**src/rtl/bus_cycle_pkg.sv**
```systemverilog
// Shared types and constants for the 8205 chip-select bus cycle sequencer.
package bus_cycle_pkg;

  typedef enum logic [2:0] {
    S_IDLE = 3'd0,
    S_T1   = 3'd1,
    S_T2   = 3'd2,
    S_TW   = 3'd3,
    S_T3   = 3'd4,
    S_T4   = 3'd5,
    S_HOLD = 3'd6
  } bus_state_e;

  localparam logic [2:0] E_ENABLE  = 3'b100;
  localparam logic [2:0] E_DISABLE = 3'b011;

endpackage

```
**src/rtl/bus_wait_counter.sv**
```systemverilog
// Wait-state counter: loads the bank wait count, decrements in TW,
// flags zero (skip TW) and last (final TW cycle).
module bus_wait_counter #(
  parameter int WAIT_W = 2
) (
  input  logic              i_clk,
  input  logic              i_rst,
  input  logic              i_load,
  input  logic [WAIT_W-1:0] i_val,
  input  logic              i_dec,
  output logic              o_zero,
  output logic              o_last
);

  logic [WAIT_W-1:0] r_cnt;

  always_ff @(posedge i_clk) begin
    if (i_rst) begin
      r_cnt <= '0;
    end else if (i_load) begin
      r_cnt <= i_val;
    end else if (i_dec && r_cnt != '0) begin
      r_cnt <= r_cnt - 1'b1;
    end
  end

  assign o_zero = (r_cnt == '0);
  assign o_last = (r_cnt == WAIT_W'(1));

endmodule

```
**src/rtl/bus_cycle_sequencer.sv**
```systemverilog
// T1/T2/TW/T3/T4 bus cycle driver for an 8205-style 3:8 decoder.
// Optional bus hold handshake (HOLD/HLDA) when BUS_SEQ_HOLD_EN is defined.
module bus_cycle_sequencer
  import bus_cycle_pkg::*;
#(
  parameter int ADDR_W   = 16,
  parameter int BANK_LSB = 13,
  parameter int WAIT_W   = 2
) (
  input  logic                CLK,
  input  logic                RST,
  input  logic                REQ,
  input  logic                RD_WR,
  input  logic [ADDR_W-1:0]   ADDR,
  input  logic [8*WAIT_W-1:0] WAIT_CFG,
`ifdef BUS_SEQ_HOLD_EN
  input  logic                HOLD,
  output logic                HLDA,
`endif
  output logic                ALE,
  output logic [2:0]          A_SEL,
  output logic [2:0]          E_OUT,
  output logic                RD_N,
  output logic                WR_N,
  output logic                ACK,
  output logic                BUSY
);

  bus_state_e        r_state;
  logic              r_rd;
  logic [2:0]        w_bank;
  logic [WAIT_W-1:0] w_wait;
  logic              w_hold;
  logic              w_load;
  logic              w_zero;
  logic              w_last;
  logic              w_unused;

  assign w_bank = ADDR[BANK_LSB+2:BANK_LSB];
  assign w_wait = WAIT_CFG[int'(w_bank)*WAIT_W +: WAIT_W];
  assign w_unused = ^ADDR;

`ifdef BUS_SEQ_HOLD_EN
  assign w_hold = HOLD;
`else
  assign w_hold = 1'b0;
`endif

  // HOLD takes precedence over a pending request in IDLE
  assign w_load = (r_state == S_IDLE) && REQ && !w_hold;

  bus_wait_counter #(.WAIT_W(WAIT_W)) u_wait (
    .i_clk  (CLK),
    .i_rst  (RST),
    .i_load (w_load),
    .i_val  (w_wait),
    .i_dec  (r_state == S_TW),
    .o_zero (w_zero),
    .o_last (w_last)
  );

  always_ff @(posedge CLK) begin
    if (RST) begin
      r_state <= S_IDLE;
      r_rd    <= 1'b0;
      ALE     <= 1'b0;
      A_SEL   <= 3'd0;
      E_OUT   <= E_DISABLE;
      RD_N    <= 1'b1;
      WR_N    <= 1'b1;
      ACK     <= 1'b0;
      BUSY    <= 1'b0;
`ifdef BUS_SEQ_HOLD_EN
      HLDA    <= 1'b0;
`endif
    end else begin
      case (r_state)
        S_IDLE: begin
          if (w_hold) begin
            r_state <= S_HOLD;
            BUSY    <= 1'b1;
`ifdef BUS_SEQ_HOLD_EN
            HLDA    <= 1'b1;
`endif
          end else if (REQ) begin
            r_state <= S_T1;
            r_rd    <= RD_WR;
            ALE     <= 1'b1;
            A_SEL   <= w_bank;
            E_OUT   <= E_DISABLE;
            BUSY    <= 1'b1;
          end
        end
        S_T1: begin
          r_state <= S_T2;
          ALE     <= 1'b0;
          E_OUT   <= E_ENABLE;
          RD_N    <= ~r_rd;
          WR_N    <= r_rd;
        end
        S_T2: begin
          if (w_zero) begin
            r_state <= S_T3;
            ACK     <= 1'b1;
          end else begin
            r_state <= S_TW;
          end
        end
        S_TW: begin
          if (w_last) begin
            r_state <= S_T3;
            ACK     <= 1'b1;
          end
        end
        S_T3: begin
          r_state <= S_T4;
          ACK     <= 1'b0;
          E_OUT   <= E_DISABLE;
          RD_N    <= 1'b1;
          WR_N    <= 1'b1;
        end
        S_T4: begin
          r_state <= S_IDLE;
          BUSY    <= 1'b0;
        end
        S_HOLD: begin
          if (!w_hold) begin
            r_state <= S_IDLE;
            BUSY    <= 1'b0;
`ifdef BUS_SEQ_HOLD_EN
            HLDA    <= 1'b0;
`endif
          end
        end
        default: begin
          r_state <= S_IDLE;
          BUSY    <= 1'b0;
        end
      endcase
    end
  end

endmodule

```
**config.mk**
```make
export PLATFORM = sky130hd
export DESIGN_NAME = bus_cycle_sequencer
export DESIGN_NICKNAME = d
export VERILOG_FILES = /design/src/rtl/bus_cycle_pkg.sv /design/src/rtl/bus_wait_counter.sv /design/src/rtl/bus_cycle_sequencer.sv
export SDC_FILE = /design/constraint.sdc
export NUM_CORES = 1
export LEC_CHECK = 0
export ABC_CLOCK_PERIOD_IN_PS = 1700
export CORE_ASPECT_RATIO = 1.25
export CORE_MARGIN = 2
export CORE_UTILIZATION = 30
export CTS_CLUSTER_SIZE = 40
export DETAILED_ROUTE_END_ITERATION = 8
export MAX_ROUTING_LAYER = met4
export PLACE_DENSITY_LB_ADDON = 0.3
export SLEW_MARGIN = 20
export SYNTH_ARGS = -nofsm -noshare
export SYNTH_HDL_FRONTEND = slang
export SYNTH_SLANG_ARGS = --single-unit
export TNS_END_PERCENT = 30
```
**constraint.sdc**
```tcl
create_clock -name CLK -period 1.7 [get_ports CLK]
set_clock_uncertainty 0.05 [all_clocks]
set_input_delay 0.51 -clock CLK [delete_from_list [all_inputs] [get_ports CLK]]
set_output_delay 0.51 -clock CLK [all_outputs]
set_load 0.005 [all_outputs]
```
==> summary.txt <==
Power and ir drop
  • Sequential share of power: 0.442
  • Leakage: 0.601 nW
  • Sw Ratio: 0.287
  • Clk pwr share: 0.237
  • P_int: 0.768 mW
  • PwrDens: 804 nW/µm²
  • Worst vdd ir: 513 µV
  • Comb pwr share: 0.321
  • NetSw: 0.309 mW

Worst setup path
  • Worst endpoint required time: 1.84 ns
  • Critical Setup Path Class: input port to flop
  • Setup crit start kind: input port
  • Cells on worst reg2reg path: 6
  • Worst r2r src: u_wait.r_cnt[0]
  • Critical Path End Type: flop
  • CP Max Fanout: 6
  • Worst r2r dst: u_wait.r_cnt[0]
  • Reg2Reg Setup Slack: 0.21 ns
  • WP data arrival: 1.70 ns

Logic synthesis
  • EDFF count, synth: 0
  • Mux share of post-synthesis cell area: 0.199
  • Largest family of logic cells by synthesized area: multiplexers
  • Warnings, synthesis: 0
  • Xor and xnor fraction of the mapped netlist area: 0
  • Top-area cell type share of the netlist area: 0.374
  • Dominant synthesized flop cell: dfxtp_1
  • Sequential share of the synthesized area: 0.374
  • Syn avg cell area: around 9.5 µm²
  • Simple-gate area share of the yosys netlist: 0.156
  • Cell count after synthesis: 90
  • Mapped Area: 857 µm²
  • Synth Area in Compound Gates: 0.185
  • Yosys cell types: 28
  • Net Count, Synth: 128
  • Largest area contributor in the netlist: dfxtp_1
  • Main area contributors after synthesis: dfxtp_1, mux4_2, mux2i_1
  • Synthesized flop and latch total: 16
  • Adder-Cell Fraction of Synth Area: 0.0292
  • Post-synth ARST share: 0

Clock tree
  • CTS tree: built
  • Hold_buf cts: 0
  • Max Buffers Root-to-Sink: 2
  • CTS sink cnt: 16
  • Skew-Pair Late Insertion Delay: 0.29 ns
  • H-tree depth: 1
  • CTS Buf Count: 3
  • Setup Buffers After CTS: 0
  • Clk root buf: clkbuf_4
  • Clock Pin Slew Worst Setup and Hold Paths: roughly 0.10 ns

Floorplan
  • I/O Pins: 47
  • Core Area: 2710 µm²
  • Initial Utilization: 0.317
  • Die Ht: 63.8 µm
  • Die ar.: ~3300 µm²
  • Die Wd: 51.8 µm
  • Placement Rows: 21

Global routing
  • First-pass GRT wire length: approximately 3400 µm
  • Pin count of the biggest net entering global routing: 15
  • All-layer global routing usage: 0.139
  • Vias in the first global route: 812
  • Initial antenna violation count: 0
  • Grt total ovfl: 0

Timing
  • Final period util: 0.917
  • Max_slew headroom: 0.665
  • Final Hold Viols: 0
  • Final number of setup-violating endpoints: 0
  • Final critical-path required period: around 1.6 ns
  • Fmax: 641 MHz
  • RSZ-0062 raised after global routing: no
  • Final WS setup: 0.141 ns
  • Final slew viol count: 0
  • Hold_ws: 0.423 ns
  • Total Neg Setup Slack: 0 ns
  • Least-Margin Pin Slew: 0.502 ns

Finish
  • Commonest non-fill, non-tap cell in the layout: clkdlybuf4s50_1
  • Final nets: 171
  • Layout overhead on the synthesized area: 56.2%
  • Cell Count, Final, Fillers Out: 166
  • Fraction of layout cells with a size suffix above 1: 0.235
  • Most frequent cells in the layout: clkdlybuf4s50_1, dfxtp_2, nor2_1, buf_4, mux2i_1
  • N_diodes: 0

Min path
  • Cells on Worst Hold Path: 2
  • Hold_sp: E_OUT[2]
  • Min-Delay Endpoint: E_OUT[2]
  • Worst hold path class: flop to flop

Detailed routing
  • Vias: 810
  • DRT antenna net count: 0
  • Routed WL: 1930 µm
  • Wirelength per Cell: roughly 12 µm
  • DRC Markers: 0
  • Iter 0 DRT Violations: 2
  • DRT Pass-1 Iters: 2
  • Via density per instance: 4.88

Placement
  • Port bufs: 33
  • GP Congestion: 0.742
  • Setup WS pre-CTS: -0.370 ns
  • Dpl cells: 162
  • DP HPWL: 1530 µm

Run status
  • Outcome: complete, no violations

Job
  • MaxCap Viol Count: 0
layout make-up:
| class | instances | area, µm² |
|---|---|---|
| fill | 261 | 1370 |
| multi-input combinational | 63 | 488 |
| timing repair buffer | 44 | 420 |
| sequential | 16 | 333 |
| tap | 34 | 42.5 |
| clock buffer | 4 | 36.3 |
| inverter | 5 | 18.8 |
kinds of logic (layout without fill, tap and decap cells):
| family | count (synthesis) | in the layout |
|---|---|---|
| compound gates | 25 | 25 |
| fa+ha+maj | 2 | 2 |
| buf+inv | 11 | 53 |
| flops | 16 | 16 |
| mux | 12 | 12 |
| simple gates | 24 | 24 |
synth_stat cells, types with 2 or more instances:
| library cell | n |
|---|---|
| nand2_1 | 5 |
| nand2b_1 | 3 |
| inv_1 | 5 |
| nor2_1 | 10 |
| a21o_1 | 2 |
| nor3_1 | 2 |
| ha_1 | 2 |
| dfxtp_1 | 16 |
| buf_2 | 3 |
| a211oi_1 | 2 |
| mux2i_1 | 8 |
| mux4_2 | 4 |
| a21oi_1 | 7 |
| o21bai_1 | 2 |
| clkbuf_1 | 2 |
| o21ai_0 | 5 |
critical path, stage by stage:
cell and delay [ns]:
clkdlybuf4s50_1 0.48, nor4b_4 0.25, buf_4 0.21, mux2i_1 0.19, nor2_1 0.05
what timing repair did:
action                                 4_1_cts  5_1_grt
setup endpoints to repair                   13        5
endpoints found under the hold margin        0        0
pin swaps                                    1        0
resized for setup                           18        5
how the worst max path moves through the flow:
stage,start,end,slack [ns],cells past startpoint
after global routing,u_wait.r_cnt[0],u_wait.r_cnt[0],0.07,6
after CTS,ACK,ACK,-0.007,1
after global placement,ADDR[13],u_wait.r_cnt[0],-0.33,5
final,REQ,A_SEL[2],0.14,5
after detailed placement,ADDR[13],u_wait.r_cnt[0],-0.37,5
after floorplan,ADDR[13],u_wait.r_cnt[0],0.13,4
state kept, by name, summed over array words and instances, names as in the netlist:
signal	flops
A_SEL	3
r_state	3
E_OUT	2
u_wait.r_cnt	2
ACK	1
ALE	1
BUSY	1
RD_N	1
WR_N	1
r_rd	1
power groups by stage:
| stage | logic (mW) | registers [mW] | clock network (mW) |
|---|---|---|---|
| after floorplan | 0.201 | 0.464 | 0 |
| after global placement | 0.355 | 0.478 | 0 |
| after detailed placement | 0.366 | 0.480 | 0 |
| after CTS | 0.356 | 0.476 | 0.272 |
| after global routing | 0.390 | 0.484 | 0.286 |
| final | 0.346 | 0.476 | 0.255 |
per-stage QoR:
stage,cell area (µm²),total power [mW],utilization
floorplan,857,0.665,-
global placement,1280,0.833,0.474
detailed placement,1280,0.846,0.474
CTS,1330,1.10,0.490
global route,1340,1.16,0.495
finish,1340,1.08,0.495
layer usage:
layer  vias up  GRT usage  wire length [µm]
li1        404          -                 -
met1       371      0.153               772
met2        33      0.242              1010
met3         2     0.0234               129
met4         0     0.0592                19
met5         -          -                 0
Power figures use the tool's default switching activity.
